File: src/rtl/mdu_issue_ctrl.sv
// MDU issue sequencer: start pulse, latency countdown, D-stage stall.
// Optional MDU_PERF_CNT_EN builds the stall-cycle counter.
module mdu_issue_ctrl #(
  parameter int unsigned MULT_CYCLES = 5,
  parameter int unsigned DIV_CYCLES  = 10
) (
  input  logic        clk,
  input  logic        reset,
  input  logic        E_MDUValid,
  input  logic [3:0]  E_MDUOP,
  input  logic        E_Flush,
  input  logic        D_MDUUse,
  output logic        Start,
  output logic [3:0]  MDUOP,
  output logic [3:0]  Time,
  output logic [1:0]  ReadHILO,
  output logic        Stall,
  output logic        ProtoErr,
  output logic [31:0] PerfStallCnt
);

  localparam logic [3:0] MulT = 4'(MULT_CYCLES);
  localparam logic [3:0] DivT = 4'(DIV_CYCLES);

  localparam logic [3:0] OpMult  = 4'b0001;
  localparam logic [3:0] OpMultu = 4'b0010;
  localparam logic [3:0] OpDiv   = 4'b0011;
  localparam logic [3:0] OpDivu  = 4'b0100;
  localparam logic [3:0] OpMfhi  = 4'b0111;
  localparam logic [3:0] OpMflo  = 4'b1001;

  typedef enum logic {
    IDLE = 1'b0,
    RUN  = 1'b1
  } state_t;

  state_t     state_q, state_d;
  logic [3:0] cnt_q, cnt_d;
  logic       perr_q, perr_d;

  logic       fire;
  logic       is_mul;
  logic       is_div;
  logic       idle;
  logic       start;
  logic [3:0] lat;

  // Op decode and issue qualification
  always_comb begin
    fire   = E_MDUValid & ~E_Flush;
    is_mul = (E_MDUOP == OpMult) | (E_MDUOP == OpMultu);
    is_div = (E_MDUOP == OpDiv) | (E_MDUOP == OpDivu);
    idle   = (state_q == IDLE);
    start  = fire & (is_mul | is_div) & idle;
    lat    = 4'd0;
    unique case (1'b1)
      is_mul:  lat = MulT;
      is_div:  lat = DivT;
      default: lat = 4'd0;
    endcase
  end

  // State, countdown and sticky error registers
  always_ff @(posedge clk) begin
    if (!reset) begin
      state_q <= IDLE;
      cnt_q   <= 4'd0;
      perr_q  <= 1'b0;
    end else begin
      state_q <= state_d;
      cnt_q   <= cnt_d;
      perr_q  <= perr_d;
    end
  end

  // Next state: busy for exactly lat cycles counting the start cycle
  always_comb begin
    state_d = state_q;
    cnt_d   = cnt_q;
    perr_d  = perr_q | (fire & ~idle);
    unique case (state_q)
      IDLE: begin
        if (start) begin
          if (lat <= 4'd1) begin
            state_d = IDLE;
            cnt_d   = 4'd0;
          end else begin
            state_d = RUN;
            cnt_d   = lat - 4'd1;
          end
        end
      end
      RUN: begin
        cnt_d = cnt_q - 4'd1;
        if (cnt_q <= 4'd1) begin
          state_d = IDLE;
          cnt_d   = 4'd0;
        end
      end
      default: begin
        state_d = IDLE;
        cnt_d   = 4'd0;
      end
    endcase
  end

  // Outputs: ops only reach the MDU while it is idle
  always_comb begin
    Start    = start;
    Time     = start ? lat : 4'd0;
    MDUOP    = (fire & idle) ? E_MDUOP : 4'd0;
    ReadHILO = 2'b00;
    if (fire & idle) begin
      if (E_MDUOP == OpMfhi) ReadHILO = 2'b10;
      if (E_MDUOP == OpMflo) ReadHILO = 2'b01;
    end
    Stall    = D_MDUUse & (start | ~idle);
    ProtoErr = perr_q;
  end

`ifdef MDU_PERF_CNT_EN
  logic [31:0] perf_q;

  // Count every stalled cycle outside reset
  always_ff @(posedge clk) begin
    if (!reset) perf_q <= 32'd0;
    else if (Stall) perf_q <= perf_q + 32'd1;
  end

  assign PerfStallCnt = perf_q;
`else
  assign PerfStallCnt = 32'd0;
`endif

endmodule

File: config.mk
export PLATFORM = sky130hd
export DESIGN_NAME = mdu_issue_ctrl
export DESIGN_NICKNAME = d
export VERILOG_FILES = /design/src/rtl/mdu_issue_ctrl.sv
export SDC_FILE = /design/constraint.sdc
export NUM_CORES = 1
export LEC_CHECK = 0
export CORE_MARGIN = 1.5
export CORE_UTILIZATION = 37
export DETAILED_ROUTE_END_ITERATION = 10
export GPL_TIMING_DRIVEN = 0
export PLACE_DENSITY = 0.88
export REMOVE_ABC_BUFFERS = 1
export SLEW_MARGIN = 20
export SYNTH_ARGS = -nofsm -noshare
export SYNTH_HDL_FRONTEND = slang
export SYNTH_SLANG_ARGS = --single-unit
File: constraint.sdc
create_clock -name clk -period 4.7 [get_ports clk]
set_clock_uncertainty 0.2 [all_clocks]
set_input_delay 0.47 -clock clk [delete_from_list [all_inputs] [get_ports clk]]
set_output_delay 0.47 -clock clk [all_outputs]
set_load 0.01 [all_outputs]
After elaboration in Yosys (flattened, before gate mapping)
Cells that the tools add are included.
Word-level totals
  logic and storage cells: 41
  input port bits: 9
  register bits after elaboration: 6
  output and inout bits: 45
Operators by class
  equality and inequality tests: 7
  mux-type cells: 14
  bitwise operators: 13
  $add $sub $neg: 2
  order comparisons: 2
Operator list (count)
  4-bit two-way mux: 5
  4-bit one-hot mux with 2 select lines: 2
  4-bit by 2-bit == test with 1-bit output, second input constant: 2
  4-bit by 3-bit == test with 1-bit output, second input constant: 2
  4-bit by 1-bit <= comparator with 1-bit output, second input constant: 2
  4-bit by 1-bit subtractor with 4-bit output, second input constant: 2
  1-bit bitwise AND: 6
  2-bit two-way mux: 3
  1-bit bitwise OR: 5
  4-bit by 1-bit == test with 1-bit output, second input constant: 1
  4-bit == test, second input constant: 1
  1-bit two-way mux: 3
  2-bit by 1-bit inequality test with 1-bit output, second input constant: 1
  1-bit NOT: 2
  1-bit one-hot mux with 2 select lines: 1

Logic depth before layout (Yosys ltp)
Gate-level depths: netlist of run 1.
  depth after elaboration: 7
  mapped depth: 6
  gate-level depth less buffers: 6

Worst setup path after synthesis of run 1
No wires, ideal clock.
  path kind: in2out
  start point: input port E_MDUOP[1]
  end point: output port Time[3]
  required time: 4.030 ns
  buffers on the path: 2
  path slack: 2.579 ns
  arrival time: 1.451 ns
  stages on the path: 5
  cells stage by stage: buf_6 -> nor3b_1 -> o21ai_1 -> nor4_2 -> buf_4
Between the ends
  cells in the longest elaborated chain, start to end: 6
  elaborated cells on any way between the ends: 11
  classes of those cells: eq/ne (4); mux (2); bitwise (5)
RTL lines
  start, declared: RTL line 10  | input logic [3:0] E_MDUOP,
  4-bit by 1-bit == test with 1-bit output (tied with other cells): RTL line 51  | is_mul = (E_MDUOP == OpMult) | (E_MDUOP == OpMultu);
  1-bit bitwise OR, on equally long branches: RTL line 51, 52
  1-bit bitwise OR: RTL line 54  | start = fire & (is_mul | is_div) & idle;
  1-bit bitwise AND (2 in a row): RTL line 54
  4-bit two-way mux *: RTL line 110  | Time = start ? lat : 4'd0;
  end, declared: RTL line 15  | output logic [3:0] Time,
Every way passes the cells marked *; elsewhere a longest branch is shown, timed or not.

Worst setup path after layout of run 1
  start point: input port E_MDUOP[1]
  end point: output port Stall
Between the ends
  cells in the longest elaborated chain, start to end: 7
  elaborated cells on any way between the ends: 11
  classes of those cells: eq/ne (4); bitwise (7)
RTL lines
  4-bit by 1-bit == test with 1-bit output (tied with other cells): RTL line 51
  1-bit bitwise OR, on equally long branches: RTL line 51, 52
  1-bit bitwise OR *: RTL line 54
  1-bit bitwise AND * (2 in a row): RTL line 54
  1-bit bitwise OR *: RTL line 117  | Stall = D_MDUUse & (start | ~idle);
  1-bit bitwise AND *: RTL line 117
  end, declared: RTL line 17  | output logic Stall,
Marked as above.

==> results of run 1 <==
==> cells in the final DEF (no fill, tap or decap) <==
| cell | synthesis | routed |
|---|---|---|
| nand2_1 | 2 | 2 |
| o21ai_1 | 1 | 1 |
| o31ai_1 | 2 | 2 |
| nor3_1 | 3 | 3 |
| and4b_1 | 1 | 1 |
| o311a_2 | 1 | 1 |
| o21a_1 | 2 | 2 |
| xnor2_1 | 2 | 2 |
| dfxtp_1 | 6 | 6 |
| nor4_2 | 2 | 2 |
| nor4b_1 | 1 | 1 |
| nor4b_4 | 1 | 1 |
| ha_1 | 2 | 2 |
| nor3b_1 | 2 | 2 |
| a31o_1 | 1 | 1 |
| nor4_1 | 1 | 1 |
| nor3_2 | 2 | 2 |
| and2b_2 | 2 | 2 |
| nand2b_2 | 1 | 1 |
| clkbuf_4 | 0 | 3 |
| nand2b_1 | 1 | 1 |
| conb_1 | 1 | 32 |
| a21boi_0 | 1 | 1 |
| and3b_1 | 1 | 1 |
| nor2_1 | 5 | 5 |
| o221ai_1 | 2 | 2 |
| and2_1 | 3 | 3 |
| clkdlybuf4s50_1 | 0 | 21 |
| o311a_1 | 1 | 1 |
| o21ai_2 | 1 | 1 |
| inv_1 | 5 | 5 |
==> registers in the layout (all words and copies together) (netlist names) <==
signal	flops
cnt_q	4
state_q	1
ProtoErr	1
==> critical path, cell delays in order <==
cell,delay (ns)
clkdlybuf4s50_1,0.56
o21ai_2,0.21
nor4b_4,0.36
nor2_1,0.10
and2b_2,0.22
clkdlybuf4s50_1,0.52
==> worst paths after layout <==
kind | depth (start not counted) | startpoint | end
setup / recovery | 6 | E_MDUOP[1] | Stall
hold / removal | 1 | ProtoErr | ProtoErr
setup reg to reg | 6 | cnt_q[0] | cnt_q[0]
hold reg to reg | 1 | ProtoErr | ProtoErr
==> layer usage <==
layer  global-route usage [%]  vias up  share of wire (%)
li1                         -      286                  -
met3                     4.32        2                6.4
met2                     21.5       29                 54
met5                        0        -                  0
met1                     10.9      271                 39
met4                     4.76        0               0.54
==> cell type report <==
class                   count  area [sq um]  area share, %
flip-flops and latches      6           120           13.7
well taps                  27          33.8           3.85
clock buffers               3          22.5           2.57
repair buffers             21           210           24.0
multi-input cells          76           472           53.8
inverters                   5          18.8           2.14
==> through the flow <==
step / util (%) / hold slack (ns) / cells / total power [W] / setup slack, ns
finish: 44.7 / 0.282 / 138 / 0.000147 / 1.58
global route: 44.7 / 0.307 / 138 / 0.000159 / 1.42
CTS: 44.7 / 0.289 / 138 / 0.000151 / 1.56
detailed placement: 43.6 / 0.274 / 135 / 0.000102 / 1.56
global placement: 43.6 / 0.254 / 135 / 0.000101 / 1.59
floorplan: - / 0.273 / 87 / 0.0000831 / 2.60
==> where the power goes <==
| part | total, W | internal (W) | switching (W) |
|---|---|---|---|
| Sequential | 0.0000548 | 0.0000526 | 0.00000222 |
| Combinational | 0.0000467 | 0.0000192 | 0.0000275 |
| Clock | 0.0000459 | 0.0000288 | 0.0000171 |
| Total | 0.000147 | 0.000101 | 0.0000468 |
==> kinds of logic (layout without fill, tap and decap cells) <==
group	count (synthesis)	in the layout	share of synthesized area, %
buffers and inverters	41	29	37.9
AND/OR/NAND/NOR	28	28	27.5
AO/OA/AOI/OAI	12	12	12.9
flip-flops	6	6	15.7
adder cells (fa/ha/maj)	2	2	3.27
XOR/XNOR	2	2	2.29
other	1	32	0.490
==> flow_metrics.py, run 1 <==
metrics = {
    "setup_path": {
        "cp.arrival_ns": 2.45,
        "rrSetupSlack_ns": 2.93,
        "path_max_fanout": 8,
        "cp.required_ns": 4.03,
        "crit_type": "input pin to primary output",
        "critPathCaptureType": "primary output",
        "worst_setup_path_start_kind": "input pin",
    },
    "timing": {
        "fin_crit_ns": 3.12,
        "setup_viol": 0,
        "finalHoldViolations": 0,
        "tns_ns": 0,
        "clock.fmax_mhz": 321,
        "slew_viol_final": 0,
        "rsz0062_at_grt": "no",
        "tightest_slew_ns": 0.507,
        "relSlewSlack_pct": 65.9,
        "finalCritPeriodShare_pct": 66.3,
    },
    "clocking": {
        "numCtsBuffers": 3,
        "clock_path_buffers": 2,
        "clkTransAtPathRegs_ns": 0.04,
        "root_buffer": "clkbuf_4",
        "cts_tree": "yes",
        "insertion_delay_ns": 0.24,
        "cts-resized-gates": 0,
        "post_cts_buffers": 0,
        "cts-hold-fix-buffers": 0,
        "cts.sinks": 6,
        "htreeDepth": 1,
    },
    "layout": {
        "drive_above_1_share_pct": 11.7,
        "nFillCells": 207,
        "syn2layout_area_growth_pct": 14.5,
        "diodes": 0,
        "fin_nets": 124,
        "fin_area_sq_um": 877,
    },
    "detailed_routing": {
        "drt-total-wl_mm": 1.30,
        "vias": 588,
        "wl_per_cell_um": 9.45,
        "via_per_inst": 4.26,
        "drt.antenna.violating_nets": 0,
        "first_pass_iters": 2,
        "drt_iter0_drc": 2,
        "drc": 0,
    },
    "grt": {
        "grt_pass1_wl_mm": 2.10,
        "first_global_vias": 486,
        "grt_max_degree": 15,
        "gr-total-overflow": 0,
        "antenna_found_initial": 0,
        "grt_usage_pct": 11.4,
    },
    "placement": {
        "gp_congestion": 0.761,
        "place_hpwl_mm": 1.08,
        "io_buffers": 21,
        "placed_area_sq_um": 855,
    },
    "die": {
        "die-area_sq_um": 2350,
        "die_w_um": 48.5,
        "io_pins": 54,
        "start_util_pct": 39.0,
        "coreArea_sq_um": 1960,
        "die_h_um": 48.5,
        "num_rows": 16,
    },
    "synthesis": {
        "synth_cell_types": 32,
        "synth.most_common_cell": "buf_4",
        "yosysWarnings": 0,
        "synth_top_area_cell": "buf_4",
        "synthTopCellsByCount": "buf_4 (34), dfxtp_1 (6), inv_1 (5), nor2_1 (5)",
        "syn_area_sq_um": 766,
        "synth_seq_cells": 6,
        "netlist_instances": 92,
        "synth.area.top_cells": "buf_4 (33%), dfxtp_1 (16%), ha_1 (3.3%)",
        "synth_edf_count": 0,
        "avgSynthCellArea_sq_um": 8.32,
        "synth_ff_type": "dfxtp_1",
        "synth_async_sr_flop_share_pct": 0,
        "synth-seq-area-share_pct": 15.7,
        "yosysTopAreaCellShare_pct": 33.3,
    },
    "flow_run": {
        "maxCapViolCount": 0,
    },
    "power": {
        "p_per_area_nw_per_um2": 168,
        "p_leak_nw": 0.393,
        "peakVddDrop_mv": 0.167,
    },
    "min_path": {
        "hp-class": "flip-flop to flip-flop",
    },
    "run_status": {
        "outcome": "finished, final reports clean",
    },
}
Note: power is estimated with default switching activity, not from simulation.
==> run 2: changes to the inputs <==
--- a/config.mk
+++ b/config.mk
@@ -6,10 +6,10 @@
 export NUM_CORES = 1
 export LEC_CHECK = 0
 export CORE_MARGIN = 1.5
-export CORE_UTILIZATION = 37
+export CORE_UTILIZATION = 35
 export DETAILED_ROUTE_END_ITERATION = 10
 export GPL_TIMING_DRIVEN = 0
-export PLACE_DENSITY = 0.88
+export PLACE_DENSITY = 0.84
 export REMOVE_ABC_BUFFERS = 1
 export SLEW_MARGIN = 20
 export SYNTH_ARGS = -nofsm -noshare
==> constraint.sdc (replaced) <==
create_clock -name clk -period 3.1 [get_ports clk]
set_clock_uncertainty 0.2 [all_clocks]
set_input_delay 0.31 -clock clk [delete_from_list [all_inputs] [get_ports clk]]
set_output_delay 0.31 -clock clk [all_outputs]
set_load 0.01 [all_outputs]
==> run 2 against run 1 <==
Compared with the run above: first-iteration DRC count rose to 4.0 times the previous value; non-clock buffer count did not move; final area unchanged; register-to-register slack got worse by 1.6 ns; via count increased by 1.0%; highest routed layer is now met3.
==> flow_metrics.py, run 2 (synthesized netlist as in run 1, its figures left out) <==
metrics = {
    "placement": {
        "gp_congestion": 0.750,
        "place_hpwl_mm": 1.11,
        "io_buffers": 21,
    },
    "detailed_routing": {
        "drt-total-wl_mm": 1.39,
        "vias": 594,
        "wl_per_cell_um": 10.1,
        "drc": 0,
        "via_per_inst": 4.30,
        "first_pass_iters": 4,
        "drt_iter0_drc": 8,
        "drt.antenna.violating_nets": 0,
    },
    "timing": {
        "finalCritPeriodShare_pct": 91.4,
        "tns_ns": 0,
        "slew_viol_final": 0,
        "finalHoldViolations": 0,
        "relSlewSlack_pct": 66.0,
        "fin_crit_ns": 2.83,
        "setup_viol": 0,
        "tightest_slew_ns": 0.506,
        "fin_hold_ws_ns": 0.277,
        "clock.fmax_mhz": 353,
        "rsz0062_at_grt": "no",
    },
    "clocking": {
        "cts-resized-gates": 0,
        "clock_path_buffers": 2,
        "clkTransAtPathRegs_ns": 0.04,
        "root_buffer": "clkbuf_4",
        "cts-hold-fix-buffers": 0,
        "htreeDepth": 1,
        "cts_tree": "yes",
        "cts.sinks": 6,
        "numCtsBuffers": 3,
        "post_cts_buffers": 0,
        "insertion_delay_ns": 0.25,
    },
    "layout": {
        "regArea_sq_um": 120,
        "final_cell_mix": "conb_1 (32), clkdlybuf4s50_1 (21), dfxtp_1 (6)",
        "largest_register_ffs": 4,
        "regMostFlops": "cnt_q",
        "drive_above_1_share_pct": 11.7,
        "diodes": 0,
        "nFillCells": 207,
        "fin_nets": 124,
        "syn2layout_area_growth_pct": 14.5,
        "multi_input_comb_area_sq_um": 472,
        "layout_commonest_cell": "conb_1",
        "finish.utilization_pct": 43.8,
    },
    "die": {
        "io_pins": 54,
        "die-area_sq_um": 2480,
        "die_w_um": 49.8,
        "start_util_pct": 38.2,
        "num_rows": 16,
        "die_h_um": 49.8,
        "coreArea_sq_um": 2000,
    },
    "grt": {
        "antenna_found_initial": 0,
        "gr-total-overflow": 0,
        "first_global_vias": 534,
        "grt_pass1_wl_mm": 2.24,
        "busiest_layer": "met2",
        "grt_usage_pct": 11.4,
        "grtUsageMet1_pct": 10.7,
        "met3_usage_pct": 2.73,
        "grt_max_degree": 15,
        "grtUsageMet2_pct": 23.8,
    },
    "setup_path": {
        "critPathCapture": "Stall",
        "rrSetupSlack_ns": 1.33,
        "cp.arrival_ns": 2.32,
        "path_max_fanout": 8,
        "worst_setup_path_start_kind": "input pin",
        "crit_type": "input pin to primary output",
        "critPathCaptureType": "primary output",
        "critPathLaunch": "E_MDUOP[1]",
        "cp.required_ns": 2.59,
        "reg2reg_depth": 6,
        "r2r_start": "cnt_q[0]",
        "r2r_end": "cnt_q[0]",
    },
    "power": {
        "peakVddDrop_mv": 0.178,
        "p_per_area_nw_per_um2": 260,
        "p_leak_nw": 0.393,
    },
    "flow_run": {
        "maxCapViolCount": 0,
    },
    "run_status": {
        "outcome": "finished, final reports clean",
    },
    "min_path": {
        "hp-class": "flip-flop to flip-flop",
    },
}
==> run 2: cell counts in the layout (fill, tap and decap cells not counted) <==
No cell type changed its count.
==> run 2: layout make-up <==
| class | count | share of cell area, % |
|---|---|---|
| multi-input combinational | 76 | 53.8 |
| timing repair buffer | 21 | 24.0 |
| sequential | 6 | 13.7 |
| tap | 27 | 3.85 |
| clock buffer | 3 | 2.57 |
| inverter | 5 | 2.14 |
==> run 2: layer usage <==
| metal | share of wire, % | up-vias | wire length, um |
|---|---|---|---|
| met3 | 6.8 | 0 | 95 |
| li1 | - | 286 | - |
| met5 | 0 | - | 0 |
| met1 | 35 | 274 | 492 |
| met2 | 58 | 34 | 802 |
| met4 | 0 | 0 | 0 |
==> run 2: worst min path at each step <==
stage / slack, ns / from / depth (start not counted) / to
6_report: 0.28 / ProtoErr / 1 / ProtoErr
5_1_grt: 0.31 / ProtoErr / 1 / ProtoErr
4_1_cts: 0.29 / ProtoErr / 1 / ProtoErr
3_5_place_dp: 0.28 / ProtoErr / 1 / ProtoErr
3_3_place_gp: 0.25 / ProtoErr / 1 / ProtoErr
2_1_floorplan: 0.23 / reset / 1 / state_q
==> run 2: through the flow <==
| step | area (sq um) | cells | setup slack [ns] | total power (W) |
|---|---|---|---|---|
| after floorplan | 611 | 87 | 1.32 | 0.000126 |
| after global placement | 855 | 135 | 0.304 | 0.000152 |
| after detailed placement | 855 | 135 | 0.245 | 0.000155 |
| after CTS | 877 | 138 | 0.244 | 0.000231 |
| after global routing | 877 | 138 | 0.0921 | 0.000242 |
| final | 877 | 138 | 0.267 | 0.000228 |
==> run 2: critical path, cell delays in order <==
cell and delay, ns:
clkdlybuf4s50_1 0.56, o21ai_2 0.22, nor4b_4 0.38, nor2_1 0.10, and2b_2 0.22, clkdlybuf4s50_1 0.52
==> run 2: power by group <==
| group | total (W) | leakage (nW) | internal (W) | switching, W |
|---|---|---|---|---|
| sequential | 0.0000832 | 0.0486 | 0.0000796 | 0.00000359 |
| clock | 0.0000733 | 0.0138 | 0.0000439 | 0.0000294 |
| combinational | 0.0000713 | 0.331 | 0.0000292 | 0.0000421 |
| total | 0.000228 | 0.393 | 0.000153 | 0.0000751 |
